## src/rtl/pnu_pkg.sv

```systemverilog
// Shared constants and types for the serial window loader feeding the 8-input
// AND reduction stage.
package pnu_pkg;

  localparam int WIN_W = 8;

  typedef enum logic {
    FILL = 1'b0,
    HOLD = 1'b1
  } state_t;

  localparam logic [3:0] DROP_MAX = 4'd15;

endpackage

```

## src/rtl/serial_window_loader_sat_cnt4.sv

```systemverilog
// 4-bit saturating counter. An increment in the same cycle as a clear
// restarts the count at 1, so the coinciding event is not lost.
module sat_cnt4
  import pnu_pkg::*;
(
  input  logic       clk,
  input  logic       rst,
  input  logic       inc,
  input  logic       clr,
  output logic [3:0] cnt
);

  always_ff @(posedge clk or posedge rst) begin
    if (rst) begin
      cnt <= 4'd0;
    end else if (inc) begin
      if (clr) begin
        cnt <= 4'd1;
      end else if (cnt != DROP_MAX) begin
        cnt <= cnt + 4'd1;
      end
    end else if (clr) begin
      cnt <= 4'd0;
    end
  end

endmodule

```

## src/rtl/serial_window_loader.sv

```systemverilog
// Assembles an LSB-first serial bit stream into a window for the AND reduction
// stage and holds each completed window until the consumer takes it.
module serial_window_loader
  import pnu_pkg::*;
#(
  parameter int WIDTH = WIN_W
) (
  input  logic             clk,
  input  logic             rst,
  input  logic             bit_in,
  input  logic             bit_valid,
  input  logic             flush,
  input  logic             win_ready,
  input  logic             clr_ovr,
  output logic [WIDTH-1:0] win,
  output logic             win_valid,
  output logic [2:0]       bit_cnt,
  output logic             overrun,
  output logic [3:0]       drop_cnt,
  output state_t           state_dbg
);

  // Handshake: a window transfers on a rising edge where win_valid && win_ready.
  // Once raised, win_valid stays high and win stays frozen until that transfer;
  // only flush or rst may withdraw it. win_ready is ignored while win_valid=0.

  state_t           state_q, state_n;
  logic [WIDTH-1:0] win_q, win_n;
  logic [2:0]       cnt_q, cnt_n;
  logic             ovr_q, ovr_n;
  logic             drop;

  always_ff @(posedge clk or posedge rst) begin
    if (rst) begin
      state_q <= FILL;
      win_q   <= '0;
      cnt_q   <= 3'd0;
      ovr_q   <= 1'b0;
    end else begin
      state_q <= state_n;
      win_q   <= win_n;
      cnt_q   <= cnt_n;
      ovr_q   <= ovr_n;
    end
  end

  always_comb begin
    state_n = state_q;
    win_n   = win_q;
    cnt_n   = cnt_q;
    drop    = 1'b0;

    if (flush) begin
      // A bit arriving with flush is discarded, not dropped.
      state_n = FILL;
      win_n   = '0;
      cnt_n   = 3'd0;
    end else begin
      case (state_q)
        FILL: begin
          if (bit_valid) begin
            win_n[cnt_q] = bit_in;
            cnt_n        = cnt_q + 3'd1;
            if (cnt_q == 3'(WIDTH - 1)) begin
              state_n = HOLD;
            end
          end
        end
        HOLD: begin
          if (win_ready) begin
            // The new window starts cleared; a coinciding bit becomes bit 0.
            state_n = FILL;
            win_n   = '0;
            if (bit_valid) begin
              win_n[0] = bit_in;
              cnt_n    = 3'd1;
            end
          end else if (bit_valid) begin
            drop = 1'b1;
          end
        end
        default: begin
          state_n = FILL;
          win_n   = '0;
          cnt_n   = 3'd0;
        end
      endcase
    end

    ovr_n = ovr_q;
    if (drop) begin
      ovr_n = 1'b1;
    end else if (clr_ovr) begin
      ovr_n = 1'b0;
    end
  end

  sat_cnt4 u_drop_cnt (
    .clk (clk),
    .rst (rst),
    .inc (drop),
    .clr (clr_ovr),
    .cnt (drop_cnt)
  );

  assign win       = win_q;
  assign win_valid = (state_q == HOLD);
  assign bit_cnt   = cnt_q;
  assign overrun   = ovr_q;
  assign state_dbg = state_q;

endmodule

```

## config.mk

```make
export PLATFORM = sky130hd
export DESIGN_NAME = serial_window_loader
export DESIGN_NICKNAME = d
export VERILOG_FILES = /design/src/rtl/pnu_pkg.sv /design/src/rtl/serial_window_loader_sat_cnt4.sv /design/src/rtl/serial_window_loader.sv
export SDC_FILE = /design/constraint.sdc
export NUM_CORES = 1
export LEC_CHECK = 0
export ABC_AREA = 0
export BUFFER_PORTS_ARGS = -buffer_cell sky130_fd_sc_hd__buf_2
export CORE_UTILIZATION = 46
export CTS_CLUSTER_SIZE = 10
export DETAILED_ROUTE_END_ITERATION = 8
export GPL_ROUTABILITY_DRIVEN = 1
export HOLD_SLACK_MARGIN = 0.03
export PLACE_DENSITY = 0.77
export SYNTH_ARGS = -nofsm -noshare
export SYNTH_HDL_FRONTEND = slang
export SYNTH_SLANG_ARGS = --single-unit
```

## constraint.sdc

```tcl
create_clock -name clk -period 1.2 [get_ports clk]
set_input_delay 0.24 -clock clk [delete_from_list [all_inputs] [get_ports clk]]
set_output_delay 0.24 -clock clk [all_outputs]
set_load 0.03 [all_outputs]
```

==> qor.yml <==
outcome:
  outcome: "finished, violations left"
  violations: "negative setup slack"
min_path:
  holdCritPathClass: "primary input to flip-flop"
  hp-start: "clr_ovr"
  hold_end: "u_drop_cnt.cnt[1]"
  worstHoldPathCells: 2
setup_path:
  reg2reg_slack_ns: -0.11
  critPathMaxFanout: 10
  slowest_delay_ns: 0.44
  slowest_stage: "dfrtp_2"
  worstPathArrival_ns: 1.49
  crit_buf_inv: 1
  worstSetupPathType: "flip-flop to flip-flop"
  worst_setup_path_start_kind: "flip-flop"
  critPathCaptureType: "flip-flop"
  regToRegEndpoint: "win[2]"
  crit_chain: "buf_4 -> nor3b_1 -> o22ai_2 -> o2bb2ai_1"
  reg2regPathDepth: 4
  rr_startpoint: "bit_cnt[0]"
  required_ns: 1.37
  cpLargestDelayFamily: "flip-flops"
route:
  drt-total-wl_um: 2470
  vias: 933
  routed_via_density: 5.59
  dr.pass1.iters: 4
  post_drt_wl_per_cell_um: 14.8
  drtIter0Drc: 24
  post-route-drc-count: 0
  drtAntennaViolNets: 0
synth:
  ys_ff_latch: 17
  yosys.area.top_type_share_pct: 44.4
  synth_warnings: 0
  ys_seq_area_share_pct: 44.4
  synth.area.top_cells: "dfrtp_1 44%, a32o_1 5.2%, o22ai_1 5.2%"
  syn-num-nets: 107
  yosys.area.top_type: "dfrtp_1"
  synthesis.area_um2: 957
  syn_area_per_cell_um2: 9.87
  synthCells: 97
  ys_types: 29
placed_design:
  hpwl_um: 1540
  place.gp.congestion: 0.804
  portBuffers: 24
  place_area_um2: 1200
final_layout:
  drive_above_1_share_pct: 50.0
  num-fill-cells: 161
  num_antenna_cells: 0
  finalNetCount: 151
  fin_area_um2: 1420
  syn_to_final_growth_pct: 48.5
clock_network:
  cts_made_buffers: 3
  clock_latency_ns: 0.28
  tritoncts: "done"
  root_buffer: "clkbuf_4"
  path_clk_slew_ns: 0.10
  htree_levels: 1
  ctsLongestPathBuffers: 2
  clock_sinks: 17
floorplanning:
  dieHeight_um: 47.6
  placeableCoreArea_um2: 1960
  num_rows: 16
  start_util_pct: 48.8
  io_pins: 25
  die_w_um: 47.6
  dieArea_um2: 2270
global_routing:
  grt_pass1_vias: 808
  grt_max_degree: 18
  antenna_found_initial: 0
  gr-usage-all-layers_pct: 23.2
  grt_pass1_wl_um: 3670
  grt_overflow_total: 0
sta:
  hold_ws_ns: 0.180
  finClkSkew_ns: 0.00390
  setup_violations: 13
  layout_setup_ws_ns: -0.114
  max_slew.worst_pin.slew_ns: 0.330
  hold_viol_final: 0
  setup_tns_ns: -0.472
  slew_headroom_pct: 78.0
  rsz0062_at_grt: "yes"
  min_period_ns: 1.31
  slew_violations: 0
  fmax_mhz: 761
  finalCritPeriodShare_pct: 110
power:
  cellPowerDensity_nw_per_um2: 796
  ir_worst_vdd_mv: 0.714
  p_leak_nw: 0.671
flow_run:
  maxCapViolations: 0
## stage by stage
step                      power [W]  setup slack, ns  utilization (%)  cells
after detailed placement   0.000786          -0.0346             61.0    152
after floorplan            0.000735          -0.0304                -     97
after global routing        0.00119           -0.162             72.4    167
after CTS                   0.00112          -0.0336             68.8    165
final                       0.00113           -0.114             72.4    167
after global placement     0.000785         -0.00335             61.0    152
## metal layers
| layer | share of wire [%] | global-route usage [%] | vias to the layer above |
|---|---|---|---|
| li1 | - | - | 456 |
| met1 | 45 | 32.1 | 449 |
| met2 | 50 | 35.9 | 24 |
| met3 | 3.7 | 5.66 | 4 |
| met4 | 0.89 | 7.22 | 0 |
| met5 | 0 | 0 | - |
## power breakdown
| part | internal (W) | switching (W) | total [W] |
|---|---|---|---|
| Clock | 0.000129 | 0.000173 | 0.000302 |
| Combinational | 0.000108 | 0.000125 | 0.000233 |
| Sequential | 0.000585 | 0.0000119 | 0.000597 |
## cell usage after synthesis (all sizes together)
master   count
nand3        3
a22o         1
o21ai        4
or2          1
mux2         1
buf          2
a41oi        1
and4bb       1
and3         2
o21ba        1
nand2        7
nor2         2
nor3         5
dfrtp       17
a21oi        6
clkbuf       4
nand4bb      1
and3b        5
o2bb2ai      3
a211oi       2
nand2b       1
o22ai        8
nor3b        3
a211o        1
nor2b        2
inv          5
a32o         5
ha           3
## cells in the final DEF (no fill, tap or decap), types with 2 or more instances in the layout
master and instances:
a21oi_1 4, a21oi_2 2, a32o_1 5, and3b_1 5, buf_2 19, buf_4 15
buf_6 9, clkbuf_4 3, dfrtp_1 10, dfrtp_2 7, ha_4 2, inv_1 5
nand2_1 7, nand3_1 3, nor2_1 2, nor3_1 3, nor3b_1 2, o21ai_0 4
o22ai_1 6, o22ai_2 2, o2bb2ai_1 3
## how the worst max path moves through the flow
stage | slack, ns | cells after the start | end | startpoint
4_1_cts | -0.03 | 3 | win[2] | state_dbg
5_1_grt | -0.16 | 4 | win[2] | bit_cnt[0]
2_1_floorplan | -0.03 | 3 | u_drop_cnt.cnt[0] | state_dbg
3_3_place_gp | -0.003 | 4 | bit_cnt[2] | bit_cnt[0]
6_report | -0.11 | 4 | win[2] | bit_cnt[0]
3_5_place_dp | -0.03 | 4 | bit_cnt[2] | bit_cnt[0]
## flip-flops by register name, indices dropped and copies added, names as in the netlist
register        count
state_dbg           1
u_drop_cnt.cnt      4
overrun             1
win                 8
bit_cnt             3
## what timing repair did
item / in CTS / in global routing
gates resized for setup: 12 / 14
setup endpoints to repair: 12 / 19
hold buffers: 1 / 0
pin swaps: 0 / 2
endpoints found under the hold margin: 17 / 0
setup buffers: 8 / 2
## logic make-up (layout without fill, tap and decap cells)
logic type      after synthesis  count (layout)  share of synthesized area [%]
fa+ha+maj                     3               3                           3.92
mux                           1               1                           1.57
flops                        17              17                           44.4
buf+inv                      11              54                           4.84
simple gates                 33              33                           21.4
compound gates               32              32                           23.8
## area by class of cell
type | count | area (µm²) | share of cell area, %
Sequential cell | 17 | 434 | 30.5
Tap cell | 27 | 33.8 | 2.38
Inverter | 5 | 18.8 | 1.32
Clock buffer | 4 | 26.3 | 1.85
Multi-Input combinational cell | 69 | 569 | 40.1
Timing Repair Buffer | 45 | 339 | 23.9
(Power assumes the default switching activity.)
